==> config.mk <==
export PLATFORM = sky130hd
export DESIGN_NAME = exp_norm_pipe
export DESIGN_NICKNAME = d
export VERILOG_FILES = /design/src/rtl/exp_pkg.sv /design/src/rtl/exp_arith.sv /design/src/rtl/exp_norm_pipe.sv
export SDC_FILE = /design/constraint.sdc
export NUM_CORES = 1
export LEC_CHECK = 0
export BUFFER_PORTS_ARGS = -buffer_cell sky130_fd_sc_hd__buf_2
export CAP_MARGIN = 40
export CORE_ASPECT_RATIO = 1.4
export CORE_UTILIZATION = 39
export CTS_CLUSTER_SIZE = 8
export DETAILED_ROUTE_END_ITERATION = 7
export SYNTH_ARGS = -nofsm -noshare
export SYNTH_HDL_FRONTEND = slang
export SYNTH_SLANG_ARGS = --single-unit
export TNS_END_PERCENT = 100
==> constraint.sdc <==
create_clock -name clk -period 1.7 [get_ports clk]
set_input_delay 0.17 -clock clk [delete_from_list [all_inputs] [get_ports clk]]
set_output_delay 0.17 -clock clk [all_outputs]
set_load 0.1 [all_outputs]
==> src/rtl/exp_pkg.sv <==
// Shared definitions for the exponent normalisation pipeline:
// operation encodings and a small classification helper.
package exp_pkg;

    typedef enum logic [1:0] {
        OP_ADD = 2'b00,
        OP_SUB = 2'b01,
        OP_DEC = 2'b10,
        OP_INC = 2'b11
    } exp_op_e;

    // ADD and INC can only run off the top of the exponent range;
    // SUB and DEC can only run off the bottom.
    function automatic logic op_counts_up(input exp_op_e op);
        return (op == OP_ADD) || (op == OP_INC);
    endfunction

endpackage

==> src/rtl/exp_arith.sv <==
// Combinational exponent arithmetic. The result is carried in EW+2 bits,
// signed, so that both a carry past the top and a borrow below zero are
// visible to the classification stage.
module exp_arith #(
    parameter int EW = 8,
    parameter int SW = 5
) (
    input  logic [1:0]           op_i,
    input  logic [EW-1:0]        a_i,
    input  logic [EW-1:0]        b_i,
    input  logic [SW-1:0]        shift_i,
    output logic signed [EW+1:0] sum_o
);
    import exp_pkg::*;

    localparam logic signed [EW+1:0] ONE = {{(EW+1){1'b0}}, 1'b1};

    logic signed [EW+1:0] a_ext;
    logic signed [EW+1:0] b_ext;
    logic signed [EW+1:0] sh_ext;

    assign a_ext  = $signed({2'b00, a_i});
    assign b_ext  = $signed({2'b00, b_i});
    assign sh_ext = $signed({{(EW+2-SW){1'b0}}, shift_i});

    // Select the operation; zero-extended operands keep the math exact.
    always_comb begin
        sum_o = a_ext;
        unique case (exp_op_e'(op_i))
            OP_ADD: sum_o = a_ext + b_ext;
            OP_SUB: sum_o = a_ext - b_ext;
            OP_DEC: sum_o = a_ext - sh_ext;
            OP_INC: sum_o = a_ext + ONE;
        endcase
    end

endmodule

==> src/rtl/exp_norm_pipe.sv <==
// Two-stage exponent normalisation pipeline with valid/ready handshakes.
// S1 holds the raw EW+2-bit sum and the op; S2 holds the classified,
// optionally saturated result and its flags. Sticky flags accumulate
// overflow/underflow of results that actually leave the block.
module exp_norm_pipe #(
    parameter int EW  = 8,
    parameter int SW  = 5,
    parameter int SAT = 1
) (
    input  logic          clk,
    input  logic          rst,          // active-low, asynchronous assert
    input  logic          valid_i,
    output logic          ready_o,
    input  logic [1:0]    op_i,
    input  logic [EW-1:0] data_a_i,
    input  logic [EW-1:0] data_b_i,
    input  logic [SW-1:0] shift_i,
    input  logic          flush_i,
    input  logic          clr_i,
    output logic          valid_o,
    input  logic          ready_i,
    output logic [EW-1:0] result_o,
    output logic          ovf_o,
    output logic          unf_o,
    output logic          zero_o,
    output logic          ovf_sticky_o,
    output logic          unf_sticky_o
);
    import exp_pkg::*;

    localparam logic signed [EW+1:0] MAX_EXP = {2'b00, {EW{1'b1}}};
    localparam logic signed [EW+1:0] ZERO_S  = '0;
    localparam bit                   SAT_EN  = (SAT != 0);

    // Stage 1 state
    logic                 s1_valid_q, s1_valid_d;
    logic signed [EW+1:0] s1_sum_q, s1_sum_d;
    exp_op_e              s1_op_q, s1_op_d;

    // Stage 2 state
    logic                 s2_valid_q, s2_valid_d;
    logic [EW-1:0]        res_q, res_d;
    logic                 ovf_q, ovf_d;
    logic                 unf_q, unf_d;
    logic                 zero_q, zero_d;

    // Sticky flags
    logic                 ovf_sticky_q, ovf_sticky_d;
    logic                 unf_sticky_q, unf_sticky_d;

    // Handshake
    logic                 s2_ready;
    logic                 s1_advance;
    logic                 accept;
    logic                 xfer;

    // Classification of the S1 contents
    logic                 cls_up;
    logic                 cls_ovf;
    logic                 cls_unf;
    logic [EW-1:0]        cls_res;
    logic                 cls_zero;

    logic signed [EW+1:0] arith_sum;

    exp_arith #(
        .EW (EW),
        .SW (SW)
    ) u_arith (
        .op_i    (op_i),
        .a_i     (data_a_i),
        .b_i     (data_b_i),
        .shift_i (shift_i),
        .sum_o   (arith_sum)
    );

    assign s2_ready   = !s2_valid_q || ready_i;
    assign s1_advance = s2_ready;
    assign ready_o    = !s1_valid_q || s1_advance;
    assign accept     = valid_i && ready_o;
    assign xfer       = s2_valid_q && ready_i;

    // Classify the raw sum and apply saturation when enabled.
    always_comb begin
        cls_up  = op_counts_up(s1_op_q);
        cls_ovf = cls_up && (s1_sum_q >= MAX_EXP);
        cls_unf = !cls_up && (s1_sum_q <= ZERO_S);
        cls_res = s1_sum_q[EW-1:0];
        if (SAT_EN) begin
            if (cls_ovf) begin
                cls_res = {EW{1'b1}};
            end else if (cls_unf) begin
                cls_res = '0;
            end
        end
        cls_zero = (cls_res == '0);
    end

    // Next-state for both stages and the sticky flags.
    always_comb begin
        s1_valid_d   = s1_valid_q;
        s1_sum_d     = s1_sum_q;
        s1_op_d      = s1_op_q;
        s2_valid_d   = s2_valid_q;
        res_d        = res_q;
        ovf_d        = ovf_q;
        unf_d        = unf_q;
        zero_d       = zero_q;
        ovf_sticky_d = ovf_sticky_q;
        unf_sticky_d = unf_sticky_q;

        // Operands are captured only on an accepted input, so idle
        // inputs never disturb the held stage contents.
        if (accept) begin
            s1_sum_d = arith_sum;
            s1_op_d  = exp_op_e'(op_i);
        end
        if (ready_o) begin
            s1_valid_d = valid_i;
        end

        if (s2_ready) begin
            s2_valid_d = s1_valid_q;
            if (s1_valid_q) begin
                res_d  = cls_res;
                ovf_d  = cls_ovf;
                unf_d  = cls_unf;
                zero_d = cls_zero;
            end
        end

        // A set from a departing flagged result wins over a clear.
        if (!flush_i) begin
            ovf_sticky_d = (ovf_sticky_q && !clr_i) || (xfer && ovf_q);
            unf_sticky_d = (unf_sticky_q && !clr_i) || (xfer && unf_q);
        end

        if (flush_i) begin
            s1_valid_d = 1'b0;
            s2_valid_d = 1'b0;
        end
    end

    // Pipeline and sticky registers; reset empties the pipe and clears outputs.
    always_ff @(posedge clk or negedge rst) begin
        if (!rst) begin
            s1_valid_q   <= 1'b0;
            s1_sum_q     <= '0;
            s1_op_q      <= OP_ADD;
            s2_valid_q   <= 1'b0;
            res_q        <= '0;
            ovf_q        <= 1'b0;
            unf_q        <= 1'b0;
            zero_q       <= 1'b0;
            ovf_sticky_q <= 1'b0;
            unf_sticky_q <= 1'b0;
        end else begin
            s1_valid_q   <= s1_valid_d;
            s1_sum_q     <= s1_sum_d;
            s1_op_q      <= s1_op_d;
            s2_valid_q   <= s2_valid_d;
            res_q        <= res_d;
            ovf_q        <= ovf_d;
            unf_q        <= unf_d;
            zero_q       <= zero_d;
            ovf_sticky_q <= ovf_sticky_d;
            unf_sticky_q <= unf_sticky_d;
        end
    end

    assign valid_o      = s2_valid_q;
    assign result_o     = res_q;
    assign ovf_o        = ovf_q;
    assign unf_o        = unf_q;
    assign zero_o       = zero_q;
    assign ovf_sticky_o = ovf_sticky_q;
    assign unf_sticky_o = unf_sticky_q;

endmodule

# Word-level counts from Yosys, hierarchy flattened
# Cells that the tools add are included.
# word_totals
ff_bits,27
input_bits,29
output_inout_bits,15
elab_cells,50
# classes
n_addsub,4
n_lt_le_gt_ge,2
eq_ne,4
n_mux,7
n_reduce_logical,23
# op_table
operator,count
$pmux 10 s4,1
$mux 8,2
$ge 10x9->1 const B,1
$le 10x1->1 const B,1
$add 8x1->9 const B,1
$add 8x8->9,1
$sub 8x5->9,1
$sub 8x8->9,1
$logic_and 1x1->1,8
$logic_not 8->1,1
$eq 2x2->1 const B,3
$logic_or 1x1->1,5
$logic_not 1->1,4
$logic_not 2->1,2
$mux 1,4
$reduce_bool 2->1,2
$eq 2x1->1 const B,1
$reduce_and 2->1,1

# Logic depth before layout (Yosys ltp)
# depth
depth_word,7
ltp_mapped,11
ltp_nobuf,11

# Cells and area by module
# A second synthesis with hierarchy kept.
# unflattened
hier_cells,247
area_unflattened_um2,2311.0
# by_module_without_submodules
module,n_inst,cells_per_inst,area_each_um2,seq_area_each_um2
exp_arith,1,162,1187.4,0.0
exp_norm_pipe,1,85,1123.6,675.6

# Worst setup path before layout
# OpenSTA, ideal clock, no wires.
# synth_path
kind,flip-flop to flip-flop
startpoint,register s2_valid_q (netlist: valid_o)
endpoint,register s1_sum_q[6]
setup_ns,0.138
t_arrival_ns,3.161
t_required_ns,1.562
setup_slack_ns,-1.599
stages_incl_launch_ff,8
path_buffers,1
synth_period_minus_slack_ns,3.299
path_cell_list,dfrtp_1 nand3b_1 and2_1 clkbuf_1 nand2_1 a211oi_1 a2111oi_0 o21ai_1
# synth_between
elab_chain_cells,4
# synth_rtl
item,line,source
start: declaration,exp_norm_pipe.sv:41,"logic s2_valid_q, s2_valid_d;"
start signal: assignment,exp_norm_pipe.sv:161,s2_valid_q <= s2_valid_d;
$logic_not 1->1,exp_norm_pipe.sv:77,assign s2_ready = !s2_valid_q || ready_i;
$logic_or 1x1->1,exp_norm_pipe.sv:77,
$logic_or 1x1->1,exp_norm_pipe.sv:79,assign ready_o = !s1_valid_q || s1_advance;
via ready_o,exp_norm_pipe.sv:13,"output logic ready_o,"
$logic_and 1x1->1,exp_norm_pipe.sv:80,assign accept = valid_i && ready_o;
end signal: assignment,exp_norm_pipe.sv:159,s1_sum_q <= s1_sum_d;
end: declaration,exp_norm_pipe.sv:37,"logic signed [EW+1:0] s1_sum_q, s1_sum_d;"
# The timed path passes the listed nets, and every way through them passes these cells.
# A chain may end at the register's enable or synchronous reset.

# Final worst setup path
# layout_path
startpoint,input port op_i[0]
endpoint,register s1_sum_q[8]
# layout_between
elab_chain_cells,2
word_cells_on_any_way,5
cone_classes,3 x eq/ne; 1 x mux; 1 x reduce/logical
# layout_rtl
item,line,source
start: declaration,exp_norm_pipe.sv:14,"input logic [1:0] op_i,"
"$eq 2x2->1, or another cell as far along",exp_arith.sv:29,unique case (exp_op_e'(op_i))
$pmux 10 s4 (*),exp_arith.sv:29,
# Every way passes the cells marked *; elsewhere a longest branch is shown, timed or not.

==> flow_summary.json <==
{
  "grt_pass1_vias": 2329,
  "diodes": 0,
  "drc": 0,
  "core-area_sq_um": 5530,
  "violations": "setup timing",
  "timing_worst_setup_path_type": "input pin to flip-flop",
  "postSynth.asyncResetShare_pct": 100,
  "grt_max_degree": 28,
  "critPathSlowestCell": "or3_1",
  "status": "finished with violations",
  "dieWidth_um": 65.9,
  "cts_root_buf": "clkbuf_8",
  "layout_commonest_cell": "buf_4",
  "worst-path-buf-inv": 4,
  "p_leak_nw": 1.56,
  "yosys_warnings": 0,
  "crit_path_frequent_cell": "ha_4",
  "clock-sinks": 27,
  "track_usage_pct": 20.6,
  "cpPeakStageDelay_ns": 0.30,
  "slew_headroom_pct": 62.0,
  "initial_core_util_pct": 40.4,
  "slew_violations": 0,
  "synth-edff-count": 0,
  "die-area_sq_um": 6030,
  "rows": 32,
  "avgSynthCellArea_sq_um": 8.36,
  "place_hpwl_um": 4760,
  "vdd_drop_max_v": 0.000355,
  "layout_common_cells": "52 x buf_4, 40 x buf_2, 26 x dfrtp_1",
  "clock_path_buffers": 2,
  "post_dp_cell_area_sq_um": 2900,
  "routed_wl_um": 5970,
  "fin_nets": 422,
  "netlist-cell-type-count": 47,
  "syn_nets": 323,
  "grt_pass1_wl_um": 9840,
  "drt_pre_antenna_iters": 4,
  "crit_path_end_kind": "flip-flop",
  "drv_cap": 0,
  "start_kind": "input pin",
  "setup_viol": 5,
  "cp_top_family": "simple AND/OR/NAND/NOR gates",
  "path_cells": "buf_8 > ha_4 > or2_4 > ha_4 > inv_2 > fa_2 > nor2b_2 > o31a_1 > o21ai_2 > buf_4 > buf_6 > a211oi_2 > or3_1",
  "fin_ws_ns": -0.241,
  "ys_ff_latch": 27,
  "insertion_delay_ns": 0.27,
  "whs_ns": 0.0846,
  "cts_tree": "built",
  "avgRoutedWirePerCell_um": 13.8,
  "fin_area_sq_um": 3180,
  "required_ns": 1.86,
  "period_share_pct": 114,
  "hp-class": "input pin to flip-flop",
  "rsz0062_at_grt": "yes",
  "routed-via-count": 2249,
  "cts.clk_slew.worst_paths_ns": 0.09,
  "numCtsBuffers": 3,
  "place_congestion": 0.820,
  "fmax_mhz": 515,
  "skew_ns": 0.00487,
  "drt_iter0_markers": 113,
  "netlist_area_sq_um": 2230,
  "setup_tns_ns": -0.565,
  "port_buffers": 43,
  "antenna_left": 0,
  "worstMarginPinSlew_ns": 0.571,
  "period_minus_slack_ns": 1.94,
  "fp.dieH_um": 91.5,
  "syn_to_final_growth_pct": 42.5,
  "synthFlopType": "dfrtp_1",
  "layout-drive-gt1-share_pct": 37.5,
  "netlist_instances": 267,
  "power-per-cell-area_nw_per_um2": 811,
  "worstPathArrival_ns": 2.10,
  "final_util_pct": 57.6,
  "hold_violations": 0,
  "yosysSeqAreaShare_pct": 30.3,
  "grt_overflow": 0,
  "cts_htree_levels": 1,
  "crit_fanout": 3,
  "ios": 44,
  "antenna_found_initial": 0,
  "viasPerCell": 5.19
}
## layout make-up
cell class	instances	area, sq um
clock buffer	4	45.0
fill	509	2340
inverter	25	93.8
multi-input combinational	210	1600
sequential	27	679
tap	68	85.1
timing repair buffer	99	681
## per-stage QoR
| stage | cells | setup WS [ns] | power (mW) |
|---|---|---|---|
| 2_1_floorplan | 267 | -1.01 | 1.75 |
| 3_3_place_gp | 422 | -0.766 | 2.12 |
| 3_5_place_dp | 422 | -0.853 | 2.14 |
| 4_1_cts | 429 | -0.318 | 2.52 |
| 5_1_grt | 433 | -0.345 | 2.75 |
| 6_report | 433 | -0.241 | 2.58 |
## cells by family after synthesis
logic type	synth area share (%)
AOI/OAI and AO/OA	25.1
and+or+nand+nor	18.6
buffers and inverters	5.04
adders and majority gates	16.1
DFF	30.3
xor gates and xnor gates	3.92
muxes	0.953
## what timing repair did
item / CTS / global route
gates cloned: 0 / 0
buffers inserted: 2 / 4
hold buffers: 1 / 0
gates resized for setup: 19 / 26
pin swaps: 12 / 18
endpoints found under the hold margin: 27 / 0
setup endpoints to repair: 6 / 13
## registers in the layout, indices dropped and copies added, names as in the netlist
register / count
valid_o: 1
result_o: 8
ovf_sticky_o: 1
s1_op_q: 2
unf_o: 1
s1_valid_q: 1
s1_sum_q: 10
zero_o: 1
ovf_o: 1
unf_sticky_o: 1
## cell usage after synthesis (4+ instances only)
| master | number | area [sq um] |
|---|---|---|
| nand3_1 | 4 | 20.0 |
| a21o_1 | 5 | 37.5 |
| a31oi_1 | 4 | 25.0 |
| o22ai_1 | 4 | 25.0 |
| nor2b_1 | 5 | 31.3 |
| o21ai_0 | 31 | 155 |
| ha_1 | 24 | 300 |
| a211oi_1 | 6 | 45.0 |
| nor2_1 | 22 | 82.6 |
| xor2_1 | 4 | 35.0 |
| dfrtp_1 | 27 | 676 |
| nor3_1 | 5 | 25.0 |
| xnor2_1 | 6 | 52.6 |
| nand2_1 | 22 | 82.6 |
| o21a_1 | 7 | 52.6 |
| inv_1 | 25 | 93.8 |
| clkbuf_1 | 5 | 18.8 |
| or3_1 | 4 | 25.0 |
| a21oi_1 | 16 | 80.1 |
## routing by layer
layer / wire, um / GRT usage, %
met3: 147 / 1.76
met2: 3370 / 39.2
met1: 2330 / 22.5
met4: 122 / 7.80
met5: 0 / 0
## path summary, 6_finish.rpt
kind                               end  slack (ns)    start  cells after the start
hold / removal              s1_valid_q        0.08  flush_i                      2
min in group asynchronous  result_o[5]        0.43      rst                      2
setup / recovery           s1_sum_q[8]       -0.24  op_i[0]                     13
setup reg to reg           s1_sum_q[9]       -0.01  valid_o                      7
max in group asynchronous      valid_o        0.85      rst                      2
hold reg to reg                 zero_o        0.48   zero_o                      1
## power breakdown
part | switching (mW) | internal, mW
combinational | 0.919 | 0.474
clock | 0.192 | 0.168
sequential | 0.0725 | 0.753
(Power assumes the default switching activity.)
